**src/rtl/tt_um_example_pkg.sv**
```systemverilog
// Shared types and constants for the three-channel byte packet router.
package tt_um_example_pkg;

    localparam int DATA_W     = 8;
    localparam int FIFO_DEPTH = 16;
    localparam int NUM_CH     = 3;

    localparam logic [1:0] DEST_INVALID = 2'd3;
    localparam logic [7:0] UIO_OE_MASK  = 8'hF8;

    localparam int UIO_VALID_LSB = 3;
    localparam int UIO_BUSY      = 6;
    localparam int UIO_ERR       = 7;

    typedef enum logic [1:0] {
        IDLE  = 2'd0,
        LOAD  = 2'd1,
        CHECK = 2'd2,
        DROP  = 2'd3
    } state_t;

    // A good packet XORs to zero over header, payload and parity byte.
    function automatic logic parity_bad(input logic [DATA_W-1:0] acc);
        return (acc != {DATA_W{1'b0}});
    endfunction

endpackage

```
**src/rtl/tt_um_example_router_fifo.sv**
```systemverilog
// Show-ahead synchronous FIFO; a write while full is dropped even if a pop happens that cycle.
module router_fifo
    import tt_um_example_pkg::*;
#(
    parameter int DEPTH = FIFO_DEPTH,
    parameter int W     = DATA_W
) (
    input  logic         clk,
    input  logic         rst_n,
    input  logic         wr_en,
    input  logic [W-1:0] wr_data,
    input  logic         pop_en,
    output logic [W-1:0] head,
    output logic         full,
    output logic         empty
);

    localparam int AW = $clog2(DEPTH);
    localparam logic [AW:0] PTR_ONE = {{AW{1'b0}}, 1'b1};

    logic [W-1:0] mem_r [DEPTH];
    logic [AW:0]  wr_ptr_r;
    logic [AW:0]  rd_ptr_r;
    logic         do_wr_s;
    logic         do_pop_s;

    assign full     = (wr_ptr_r[AW] != rd_ptr_r[AW]) && (wr_ptr_r[AW-1:0] == rd_ptr_r[AW-1:0]);
    assign empty    = (wr_ptr_r == rd_ptr_r);
    assign do_wr_s  = wr_en && !full;
    assign do_pop_s = pop_en && !empty;
    assign head     = mem_r[rd_ptr_r[AW-1:0]];

    // Pointer update; the extra MSB distinguishes full from empty.
    always_ff @(posedge clk or negedge rst_n) begin
        if (!rst_n) begin
            wr_ptr_r <= {(AW+1){1'b0}};
            rd_ptr_r <= {(AW+1){1'b0}};
        end else begin
            if (do_wr_s) begin
                wr_ptr_r <= wr_ptr_r + PTR_ONE;
            end
            if (do_pop_s) begin
                rd_ptr_r <= rd_ptr_r + PTR_ONE;
            end
        end
    end

    // Storage array, no reset needed since empty masks stale contents.
    always_ff @(posedge clk) begin
        if (do_wr_s) begin
            mem_r[wr_ptr_r[AW-1:0]] <= wr_data;
        end
    end

endmodule

```
**src/rtl/tt_um_example.sv**
```systemverilog
// Serial byte packet router: header selects one of three FIFOs, parity checked per packet.
module tt_um_example
    import tt_um_example_pkg::*;
(
    input  logic [7:0] ui_in,
    output logic [7:0] uo_out,
    input  logic [7:0] uio_in,
    output logic [7:0] uio_out,
    output logic [7:0] uio_oe,
    input  logic       ena,
    input  logic       clk,
    input  logic       rst_n
);

    state_t             state_r;
    logic [1:0]         dest_r;
    logic [DATA_W-1:0]  acc_r;
    logic               err_r;

    logic               byte_valid_s;
    logic [1:0]         hdr_dest_s;
    logic               dest_full_s;
    logic               busy_s;
    logic [NUM_CH-1:0]  wr_en_s;
    logic [NUM_CH-1:0]  pop_en_s;
    logic [NUM_CH-1:0]  full_s;
    logic [NUM_CH-1:0]  empty_s;
    logic [DATA_W-1:0]  head_s [NUM_CH];
    logic [DATA_W-1:0]  rd_byte_s;
    logic               unused_s;

    assign byte_valid_s = ui_in[0];
    assign hdr_dest_s   = ui_in[2:1];
    assign dest_full_s  = (dest_r != DEST_INVALID) ? full_s[dest_r] : 1'b0;
    assign busy_s       = (state_r == LOAD) && byte_valid_s && dest_full_s;
    assign unused_s     = &{1'b0, ena, uio_in[7:3]};

    // Route the incoming byte to the FIFO chosen by the header.
    always_comb begin
        wr_en_s = 3'b000;
        case (state_r)
            IDLE: begin
                if (byte_valid_s && (hdr_dest_s != DEST_INVALID)) begin
                    wr_en_s[hdr_dest_s] = 1'b1;
                end else begin
                    wr_en_s = 3'b000;
                end
            end
            LOAD: begin
                if (byte_valid_s && (dest_r != DEST_INVALID)) begin
                    wr_en_s[dest_r] = 1'b1;
                end else begin
                    wr_en_s = 3'b000;
                end
            end
            default: wr_en_s = 3'b000;
        endcase
    end

    // Packet framing FSM with running XOR parity and sticky error flag.
    always_ff @(posedge clk or negedge rst_n) begin
        if (!rst_n) begin
            state_r <= IDLE;
            dest_r  <= 2'd0;
            acc_r   <= {DATA_W{1'b0}};
            err_r   <= 1'b0;
        end else begin
            case (state_r)
                IDLE: begin
                    if (byte_valid_s) begin
                        dest_r  <= hdr_dest_s;
                        err_r   <= 1'b0;
                        acc_r   <= ui_in;
                        state_r <= (hdr_dest_s == DEST_INVALID) ? DROP : LOAD;
                    end
                end
                LOAD: begin
                    if (byte_valid_s) begin
                        if (!dest_full_s) begin
                            acc_r <= acc_r ^ ui_in;
                        end
                    end else begin
                        state_r <= CHECK;
                    end
                end
                CHECK: begin
                    err_r   <= parity_bad(acc_r);
                    state_r <= IDLE;
                end
                DROP: begin
                    if (!byte_valid_s) begin
                        err_r   <= 1'b1;
                        state_r <= IDLE;
                    end
                end
                default: state_r <= IDLE;
            endcase
        end
    end

    // Lowest-index enabled channel is shown and popped when non-empty.
    always_comb begin
        pop_en_s  = 3'b000;
        rd_byte_s = 8'h00;
        if (uio_in[0]) begin
            pop_en_s[0] = !empty_s[0];
            rd_byte_s   = empty_s[0] ? 8'h00 : head_s[0];
        end else if (uio_in[1]) begin
            pop_en_s[1] = !empty_s[1];
            rd_byte_s   = empty_s[1] ? 8'h00 : head_s[1];
        end else if (uio_in[2]) begin
            pop_en_s[2] = !empty_s[2];
            rd_byte_s   = empty_s[2] ? 8'h00 : head_s[2];
        end else begin
            pop_en_s  = 3'b000;
            rd_byte_s = 8'h00;
        end
    end

    for (genvar g = 0; g < NUM_CH; g++) begin : g_ch
        router_fifo #(
            .DEPTH (FIFO_DEPTH),
            .W     (DATA_W)
        ) u_fifo (
            .clk     (clk),
            .rst_n   (rst_n),
            .wr_en   (wr_en_s[g]),
            .wr_data (ui_in),
            .pop_en  (pop_en_s[g]),
            .head    (head_s[g]),
            .full    (full_s[g]),
            .empty   (empty_s[g])
        );
    end

    assign uo_out  = rd_byte_s;
    assign uio_out = {err_r, busy_s, ~empty_s, 3'b000};
    assign uio_oe  = UIO_OE_MASK;

endmodule

```
**config.mk**
```make
export PLATFORM = sky130hd
export DESIGN_NAME = tt_um_example
export DESIGN_NICKNAME = d
export VERILOG_FILES = /design/src/rtl/tt_um_example_pkg.sv /design/src/rtl/tt_um_example_router_fifo.sv /design/src/rtl/tt_um_example.sv
export SDC_FILE = /design/constraint.sdc
export NUM_CORES = 1
export LEC_CHECK = 0
export BUFFER_PORTS_ARGS = -buffer_cell sky130_fd_sc_hd__buf_2
export CAP_MARGIN = 20
export CORE_ASPECT_RATIO = 1.1
export CORE_MARGIN = 3
export CORE_UTILIZATION = 50
export CTS_CLUSTER_DIAMETER = 150
export DETAILED_ROUTE_END_ITERATION = 12
export PLACE_DENSITY = 0.67
export SYNTH_ARGS = -nofsm -noshare
export SYNTH_HDL_FRONTEND = slang
export SYNTH_HIERARCHICAL = 1
export SYNTH_SLANG_ARGS = --single-unit
export TNS_END_PERCENT = 30
```
**constraint.sdc**
```tcl
create_clock -name clk -period 2.8 [get_ports clk]
set_input_delay 0.56 -clock clk [delete_from_list [all_inputs] [get_ports clk]]
set_output_delay 0.56 -clock clk [all_outputs]
set_load 0.01 [all_outputs]
```
==> results.md, run 1 <==
- Largest net degree at the start of global routing: 54
- Global-route wire length before repair: 57,300 µm
- Reg2reg end: g_ch[1].u_fifo/mem_r[0][7]
- R2R depth: 10
- Antenna violations before repair: 1
- Final instance area: 0.0209 mm²
- Pre-CTS setup slack: -0.267 ns
- Net count, final: 1,154
- Area share of the leading cell type in the synthesized netlist: 64.7%
- # diodes: 0
- Synth area leaders: edfxtp_1, mux4_2, dfrtp_1, mux4_1, a22oi_1
- Sequential area share after synthesis: 70.7%
- CP arrival: 2.86 ns
- Async set or reset register ratio after synthesis: 10.1%
- Clock-pin slew on the worst setup and hold paths: 0.06 ns
- Element type at the critical path end: output pin
- Worst Setup Slack, final: -0.620 ns
- EDFF count, synth: 384
- Worst Path Required: 2.24 ns
- CTS Buf Count: 43
- Failing checks: negative setup slack
- Final HPWL DP: 23,600 µm
- RePlAce Congestion: 0.807
- Setup TNS: -4.94 ns
- Die X: 186 µm
- Top FF cell, synth: edfxtp_1
- Area leader, netlist: edfxtp_1
- CP Capture Point: uo_out[2]
- Worst-margin pin slew: 0.873 ns
- Yosys reg bits: 427
- Routed len/inst: 23.1 µm
- Avg Cell Area, Syn: 18.4 µm²
- # setup viols final: 10
- CP max stage delay: 0.51 ns
- Cell Rows: 71
- Net Switching: 0.00602 W
- Die Area: 0.0380 mm²
- P_int: 0.0137 W
- Final ANT Viol Nets: 0
- Tcrit/Tclk final: 122%
- Sequential share of power: 39.0%
- Core ar.: 0.0346 mm²
- Gr ovfl total: 0
- RSZ-0062 raised after global routing: true
- Combinational power share: 33.8%
- Final max-slew violation count: 0
- Cell Area, Placed: 0.0192 mm²
- Critical path launch point type: register
- Final WL: 36,800 µm
- # clock sinks: 427
- Placed Cells incl. Taps: 1,498
- Max-cap violation count: 0
- Total GRT Usage: 20.1%
- Cts hold-fix bufs: 0
- Ports: 43
- VDD IR-drop max: 0.596 mV
- CTS tree: done
- Via Count: 9,379
- Clk_lat worst skew: 0.54 ns
- H-tree depth: 2
- Switching Share: 30.5%
- Port Buf Inserts: 25
- FMAX: 292 MHz
- Drt pass-1 iters: 5
- Pwr dens: 945 mW/mm²
- Root Driver: clkbuf_16
- Clock buffer depth: 3
- Ys Warns: 6
- Vias in the first global route: 9,493
- Share of layout cells above drive strength 1: 30.8%
- Final Hold Vio Count: 0
- CP top delay family: compound AO/OA/AOI/OAI gates
- CP Cell Sequence: buf_12 > buf_6 > buf_4 > mux4_2 > a22oi_2 > nand2_2 > a222oi_1 > inv_1 > buf_6
- Max-slew headroom at the worst pin: 41.8%
- CP max stage cell: a222oi_1
- Cells after Synth: 967
- Final Skew: 0.0175 ns
- Layout Cells excl Fill: 1,593
- Lkg Pwr: 7.21 nW
- Hold WC Path Type: input port to async pin
- Core Util, Final: 60.4%
- FF-to-FF Start: g_ch[1].u_fifo/rd_ptr_r[1]
- Vias/cell: 5.89
- Critical path depth in cells: 9
- Clock Power Share: 27.3%
- Number of DRC markers in iteration 0: 811
- Drt drc: 0
- Cell variety after synth: 55
- Crit path launch: g_ch[1].u_fifo/rd_ptr_r[1]
- Worst Setup Path Type: register to output pin
- Die H: 204 µm
- Starting Density: 51.5%
- Most used cell, CP: buf_6
- Layout area overhead: 17.2%
- Worst reg2reg setup slack: 0.38 ns
- CP Buf/Inv Count: 5
- Cell Area, Synth: 0.0178 mm²
- Critical path fanouts, max: 5
- Minimum clock period: 3.42 ns
- Outcome: complete, but fails checks
## cells in the mapped netlist, types with 12 or more instances
cell      count
nor3_1       30
buf_4        16
a22oi_1      48
dfrtp_1      43
mux4_2       64
buf_6        12
nor2_1       37
clkbuf_1     12
mux4_1       32
xnor2_1      33
inv_1        19
edfxtp_1    384
buf_2        16
ha_1         15
nand2_1      53
## per-layer routing
metal / routed length (µm) / share of wire (%) / up-vias / global-route usage (%)
li1: - / - / 4201 / -
met1: 15100 / 41 / 4856 / 28.0
met2: 19100 / 52 / 266 / 33.7
met3: 1750 / 4.7 / 56 / 2.74
met4: 850 / 2.3 / 0 / 5.64
met5: 0 / 0 / - / 0
## state kept, by name, indices dropped and copies added (netlist names)
name	count
g_ch.u_fifo/rd_ptr_r	15
acc_r	8
g_ch.u_fifo/wr_ptr_r	15
dest_r	2
g_ch.u_fifo/mem_r	384
err_r	1
state_r	2
## per-stage QoR
stage / total power [W] / hold WS [ns]
floorplan: 0.0117 / 0.264
global placement: 0.0138 / 0.473
detailed placement: 0.0138 / 0.476
CTS: 0.0197 / 0.136
global route: 0.0207 / 0.166
finish: 0.0198 / 0.130
## cells by family after synthesis
logic type      count (synthesis)  share of synthesized area (%)
compound gates                118                           5.05
xor+xnor                       36                           1.77
fa+ha+maj                      15                           1.05
buf+inv                        86                           3.12
flops                         427                           70.7
mux                           106                           13.5
other cells                     2                         0.0421
simple gates                  177                           4.81
## worst register-to-register path, stage by stage, from the launching register on
cell and delay, ns:
dfrtp_2 0.43, buf_6 0.14, buf_6 0.12, buf_16 0.14, xnor2_2 0.13, nand4_1 0.14
buf_4 0.23, nor2_4 0.06, buf_4 0.20, nor4_1 0.28, buf_4 0.25
## power groups by stage
| stage | clock (W) | combinational (W) | sequential (W) |
|---|---|---|---|
| after global routing | 0.00576 | 0.00717 | 0.00775 |
| after global placement | 0 | 0.00595 | 0.00781 |
| after detailed placement | 0 | 0.00601 | 0.00783 |
| after CTS | 0.00549 | 0.00655 | 0.00770 |
| after floorplan | 0 | 0.00405 | 0.00766 |
| final | 0.00538 | 0.00667 | 0.00770 |
## final cells by class
class / instances / area, µm²
fillers: 2478 / 13700
flip-flops and latches: 427 / 12600
multi-input cells: 463 / 4870
repair buffers: 166 / 1460
clock buffers: 51 / 1130
well taps: 438 / 548
clock inverters: 29 / 218
inverters: 19 / 71.3
## how the worst min path moves through the flow
| stage | start | end | slack, ns | cells past startpoint |
|---|---|---|---|---|
| 6_report | rst_n | acc_r[4] | 0.13 | 2 |
| 5_1_grt | rst_n | dest_r[0] | 0.17 | 2 |
| 4_1_cts | rst_n | acc_r[4] | 0.14 | 2 |
| 3_5_place_dp | acc_r[0] | acc_r[0] | 0.48 | 1 |
| 3_3_place_gp | acc_r[0] | acc_r[0] | 0.47 | 1 |
| 2_1_floorplan | rst_n | acc_r[0] | 0.26 | 0 |
## placed cells by master (no fill, tap or decap), types with 17 or more instances in the layout
master and instances:
a22oi_2 21, nor3_1 29, buf_12 17, nand2_1 48, mux4_1 29, edfxtp_1 384, buf_2 23, mux4_2 67
inv_1 18, a22oi_1 27, dfrtp_1 40, xnor2_1 31, clkbuf_16 44, buf_4 115, nor2_1 35
## repair_timing
action / in CTS / in global routing
endpoints found under the hold margin: 0 / 0
endpoints found under the setup margin: 9 / 11
resized for setup: 38 / 15
buffers inserted: 11 / 6
cloned: 2 / 0
pin swaps: 21 / 9
(Power assumes the default switching activity.)
==> inputs of run 2 (changes only) <==
--- a/config.mk
+++ b/config.mk
@@ -15,6 +15,5 @@
 export PLACE_DENSITY = 0.67
 export SYNTH_ARGS = -nofsm -noshare
 export SYNTH_HDL_FRONTEND = slang
-export SYNTH_HIERARCHICAL = 1
 export SYNTH_SLANG_ARGS = --single-unit
 export TNS_END_PERCENT = 30
==> results.md, run 2 <==
- Largest register FFs: 384
- Area leader, netlist: edfxtp_1
- # setup viols final: 9
- Avg Cell Area, Syn: 18.4 µm²
- Area share of the leading cell type in the synthesized netlist: 65.3%
- Tcrit/Tclk final: 115%
- RSZ-0062 raised after global routing: true
- Failing checks: negative setup slack
- Top-count cell post-synth: edfxtp_1
- Async set or reset register ratio after synthesis: 10.1%
- Drt drc: 0
- DR top layer: met4
- Gr ovfl total: 0
- Total Power: 0.0201 W
- Largest family of logic cells by synthesized area: multiplexers
- Clk_lat worst skew: 0.55 ns
- Fillers: 2,459
- Mux share of post-synthesis cell area: 13.5%
- Net count, final: 1,144
- Element type at the critical path end: output pin
- Post-route met1 wirelength: 15,700 µm
- Root Driver: clkbuf_16
- Worst-margin pin slew: 0.693 ns
- Antenna violations before repair: 0
- Via Count: 9,339
- Core ar.: 0.0345 mm²
- Cells after Synth: 958
- Core Util, Final: 61.2%
- Worst Path Required: 2.24 ns
- Cell variety after synth: 53
- Die X: 185 µm
- Routed len/inst: 24.0 µm
- CP max stage delay: 0.51 ns
- H-tree depth: 2
- Final Skew: 0.0167 ns
- CTS Buf Count: 43
- Vias in the first global route: 9,609
- Final WL: 37,900 µm
- Starting Density: 51.2%
- Worst Setup Path Type: register to output pin
- Yosys reg bits: 427
- Critical path fanouts, max: 6
- FMAX: 310 MHz
- Most used cell, CP: buf_6
- Crit path launch: g_ch[1].u_fifo.rd_ptr_r[0]
- Final HPWL DP: 24,400 µm
- Die Area: 0.0376 mm²
- Worst Setup Slack, final: -0.422 ns
- Number of DRC markers in iteration 0: 961
- RePlAce Congestion: 0.818
- Top cells by count, synth: edfxtp_1, mux4_2, nand2_1
- Top FF cell, synth: edfxtp_1
- Final max-slew violation count: 0
- Synth Area in Compound Gates: 3.50%
- Drt pass-1 iters: 5
- FF-to-FF Start: state_r[1]
- # diodes: 0
- Final ANT Viol Nets: 0
- Cell Rows: 71
- Met2 WL: 18,700 µm
- CTS tree: done
- EDFF count, synth: 384
- CP arrival: 2.66 ns
- Sequential area share after synthesis: 71.4%
- CP Cell Sequence: buf_6 > buf_12 > buf_6 > mux4_2 > a22oi_2 > nand2_2 > a32oi_1 > o21ai_1 > buf_2
- Largest net degree at the start of global routing: 49
- Synth area leaders: edfxtp_1, mux4_2, dfrtp_1, and3_1, nand2_1
- Most frequent cells in the layout: edfxtp_1, buf_4, mux4_2
- Global-route wire length before repair: 57,800 µm
- Pwr dens: 955 mW/mm²
- Commonest non-fill, non-tap cell in the layout: edfxtp_1
- Max-slew headroom at the worst pin: 53.8%
- Clock-pin slew on the worst setup and hold paths: 0.07 ns
- Layout Cells excl Fill: 1,581
- Lkg Pwr: 7.38 nW
- Vias/cell: 5.91
- Total GRT Usage: 20.7%
- Clock buffer depth: 3
- Layout area overhead: 19.6%
- Share of layout cells above drive strength 1: 33.4%
- VDD IR-drop max: 0.514 mV
- Post-Synth Simple-Gate Area: 5.84%
- Ports: 43
- Max-cap violation count: 0
- Ys Warns: 0
- Port Buf Inserts: 25
- Hold WC Path Type: input port to async pin
- Final Hold Vio Count: 0
- # clock sinks: 427
- Placed Cells incl. Taps: 1,487
- Minimum clock period: 3.22 ns
- Cell Area, Synth: 0.0176 mm²
- CP max stage cell: mux4_2
- Critical path launch point type: register
- Die H: 203 µm
- R2R depth: 7
- Met3 Wirelength: 2500 µm
- Pre-CTS setup slack: 0.0546 ns
- Synth Area in XOR/XNOR: 2.18%
- Outcome: complete, but fails checks
- Post-Synth Adder-Cell Area: 1.06%
[run 2: worst paths after layout]
path	endpoint	slack, ns
worst max-delay path	uo_out[6]	-0.42
worst min-delay path	g_ch[0].u_fifo.wr_ptr_r[4]	0.41
worst max register to register	g_ch[1].u_fifo.mem_r[3][2]	0.38
worst min register to register	err_r	0.54
max in group asynchronous	g_ch[2].u_fifo.rd_ptr_r[0]	1.89
min in group clk	g_ch[1].u_fifo.mem_r[12][1]	0.41
[run 2: layout make-up]
class / count / area [µm²] / share of cell area [%]
Multi-Input combinational cell: 455 / 4800 / 22.8
Timing Repair Buffer: 169 / 1680 / 7.95
Inverter: 14 / 52.6 / 0.249
Clock inverter: 22 / 240 / 1.14
Clock buffer: 56 / 1170 / 5.53
Tap cell: 438 / 548 / 2.60
Sequential cell: 427 / 12600 / 59.8
[run 2: metrics by stage]
| stage | hold WS [ns] | TNS (ns) | area (µm²) |
|---|---|---|---|
| after CTS | 0.220 | -3.69 | 20900 |
| after detailed placement | 0.512 | 0 | 19300 |
| after floorplan | 0.264 | 0 | 17700 |
| after global routing | 0.395 | -4.27 | 21100 |
| final | 0.406 | -3.35 | 21100 |
| after global placement | 0.520 | 0 | 19300 |
[run 2: cell families after synthesis]
family,count (synthesis)
DFF,427
and+or+nand+nor,184
muxes,116
AOI/OAI and AO/OA,86
buffers and inverters,85
xor gates and xnor gates,43
adders and majority gates,15
other,2
[run 2: timing repair]
action / 4_1_cts / 5_1_grt
cloned: 2 / 0
hold buffers: 0 / 1
setup endpoints to repair: 10 / 10
setup buffers: 9 / 4
pin swaps: 18 / 15
hold endpoints to repair: 0 / 10
gates resized for setup: 32 / 28
[run 2: worst max-delay path: cells and delay by family (launching register included)]
kind / cells / cell delay [ns]
muxes: 1 / 0.51
DFF: 1 / 0.40
and+or+nand+nor: 1 / 0.11
AOI/OAI and AO/OA: 3 / 0.52
buffers and inverters: 4 / 0.58
[run 2: routing by layer]
layer | track usage [%] | vias up
met5 | 0 | -
met4 | 6.89 | 0
met3 | 3.80 | 68
met2 | 32.8 | 319
met1 | 29.4 | 4817
li1 | - | 4135
[run 2: where the power goes]
part,internal [W],switching [W]
clock network,0.00341,0.00231
logic,0.00335,0.00335
registers,0.00733,0.000416
total,0.0141,0.00607
==> inputs of run 3 (changes only) <==
--- a/config.mk
+++ b/config.mk
@@ -13,6 +13,7 @@
 export CTS_CLUSTER_DIAMETER = 150
 export DETAILED_ROUTE_END_ITERATION = 12
 export PLACE_DENSITY = 0.67
+export RECOVER_POWER = 25
 export SYNTH_ARGS = -nofsm -noshare
 export SYNTH_HDL_FRONTEND = slang
 export SYNTH_SLANG_ARGS = --single-unit
==> results.md, run 3 (synthesis results as in run 2) <==
- Outcome: complete, but fails checks
- Failing checks: max-capacitance violations, max-slew violations, negative setup slack
- Max-cap violation count: 3
- Final ANT Viol Nets: 0
- Vias in the first global route: 9,609
- Placed Cells incl. Taps: 1,487
- Switching Share: 30.1%
- Share of layout cells above drive strength 1: 32.3%
- Most used cell, CP: a22oi_2
- Final HPWL DP: 24,400 µm
- Fillers: 2,469
- Die Area: 0.0376 mm²
- Die H: 203 µm
- Reg area: 0.0126 mm²
- Final Hold Vio Count: 0
- Worst-margin pin slew: 1.69 ns
- CTS Buf Count: 43
- Multi-input logic area: 0.00480 mm²
- Sequential share of power: 38.5%
- R2R depth: 7
- Hold WC Path Type: input port to register
- Clk_lat worst skew: 0.54 ns
- Clock-pin slew on the worst setup and hold paths: 0.06 ns
- Via Count: 9,344
- DR top layer: met4
- Final max-slew violation count: 103
- Hold Crit Depth: 3
- CP arrival: 2.67 ns
- Lkg Pwr: 7.34 nW
- RSZ-0062 raised after global routing: true
- Largest net degree at the start of global routing: 49
- Minimum clock period: 3.23 ns
- CP max stage delay: 0.53 ns
- Critical path fanouts, max: 5
- Net Switching: 0.00607 W
- Core Util, Final: 61.1%
- Tcrit/Tclk final: 115%
- Worst Hold End: state_r[1]
- Ports: 43
- Worst reg2reg setup slack: 0.36 ns
- Number of DRC markers in iteration 0: 1,027
- Starting Density: 51.2%
- H-tree depth: 2
- Clock Power Share: 28.4%
- Element type at the critical path end: output pin
- Pwr dens: 956 mW/mm²
- Core ar.: 0.0345 mm²
- Commonest non-fill, non-tap cell in the layout: edfxtp_1
- Most frequent cells in the layout: edfxtp_1, buf_4, mux4_2
- Antenna violations before repair: 0
- FF-to-FF Start: state_r[1]
- Drt pass-1 iters: 5
- Final Skew: 0.0164 ns
- Combinational power share: 33.2%
- CP Cell Sequence: buf_6 > buf_12 > mux4_2 > a22oi_2 > nand2_1 > a22oi_2 > buf_4 > o21ai_1 > buf_2
- # clock sinks: 427
- Largest register FFs: 384
- Global-route wire length before repair: 57,800 µm
- Net count, final: 1,144
- Routed len/inst: 24.0 µm
- Die X: 185 µm
- Clock buffer depth: 3
- Worst Hold Launch: ui_in[2]
- Port Buf Inserts: 25
- Layout area overhead: 19.4%
- Worst Setup Slack, final: -0.428 ns
- Post-route met1 wirelength: 15,700 µm
- VDD IR-drop max: 0.517 mV
- # setup viols final: 9
- Total GRT Usage: 20.7%
- Total Power: 0.0201 W
- Met2 WL: 18,700 µm
- CP max stage cell: mux4_2
- Layout Cells excl Fill: 1,581
- Cell Rows: 71
- CP Buf/Inv Count: 4
- Critical path launch point type: register
- Reg2reg end: g_ch[1].u_fifo.mem_r[3][2]
- CP top delay family: buffers and inverters
- # diodes: 0
- Gr ovfl total: 0
- P_int: 0.0141 W
- Met3 Wirelength: 2460 µm
- Final instance area: 0.0211 mm²
- Final WL: 38,000 µm
- Max-slew headroom at the worst pin: -12.6%
- RePlAce Congestion: 0.818
- Pre-CTS setup slack: 0.0546 ns
- Root Driver: clkbuf_16
- CTS tree: done
- FMAX: 310 MHz
- Vias/cell: 5.91
- Drt drc: 0
- Cell Area, Placed: 0.0193 mm²
- Worst Path Required: 2.24 ns
- Worst Setup Path Type: register to output pin
==> run 3: worst min-delay path, cell delays in order <==
cell	delay, ns
buf_2	0.21
nand4_1	0.13
o21ai_0	0.07
==> run 3: worst max path at each step <==
stage / from / endpoint / cells after the start
floorplan: ui_in[0] / g_ch[1].u_fifo.mem_r[1][0] / 8
global placement: g_ch[2].u_fifo.rd_ptr_r[0] / uo_out[2] / 7
detailed placement: g_ch[2].u_fifo.rd_ptr_r[0] / uo_out[2] / 7
CTS: g_ch[1].u_fifo.rd_ptr_r[0] / uo_out[0] / 10
global route: g_ch[2].u_fifo.rd_ptr_r[0] / uo_out[3] / 8
finish: g_ch[1].u_fifo.rd_ptr_r[0] / uo_out[7] / 9
==> run 3: timing repair <==
item                                    4_1_cts  5_1_grt
endpoints found under the setup margin       10       10
hold buffers                                  0        1
buffers inserted                              9        4
cloned                                        2        0
gates resized for setup                      32       28
hold endpoints to repair                      0       10
pin swaps                                    18       15
==> run 3: area by class of cell <==
type / count / share of cell area [%]
clock buffers: 56 / 5.54
clock inverters: 22 / 1.14
inverters: 14 / 0.249
multi-input cells: 455 / 22.8
flip-flops and latches: 427 / 59.9
well taps: 438 / 2.60
repair buffers: 169 / 7.82
==> run 3: power by group through the flow <==
stage                     Sequential (W)  Clock (W)  Combinational (W)
final                            0.00775    0.00571            0.00668
after global routing             0.00779    0.00607            0.00718
after CTS                        0.00774    0.00579            0.00650
after detailed placement         0.00787          0            0.00597
after global placement           0.00785          0            0.00591
after floorplan                  0.00765          0            0.00398
==> run 3: per-layer routing <==
metal  track usage, %  vias to the layer above
li1                 -                     4136
met1             29.4                     4832
met2             32.8                      317
met3             3.80                       59
met4             6.89                        0
met5                0                        -
==> run 3: metrics by stage <==
step / TNS, ns / hold WS [ns]
6_report: -3.39 / 0.479
5_1_grt: -4.27 / 0.506
4_1_cts: -3.69 / 0.220
3_5_place_dp: 0 / 0.512
3_3_place_gp: 0 / 0.520
2_1_floorplan: 0 / 0.264
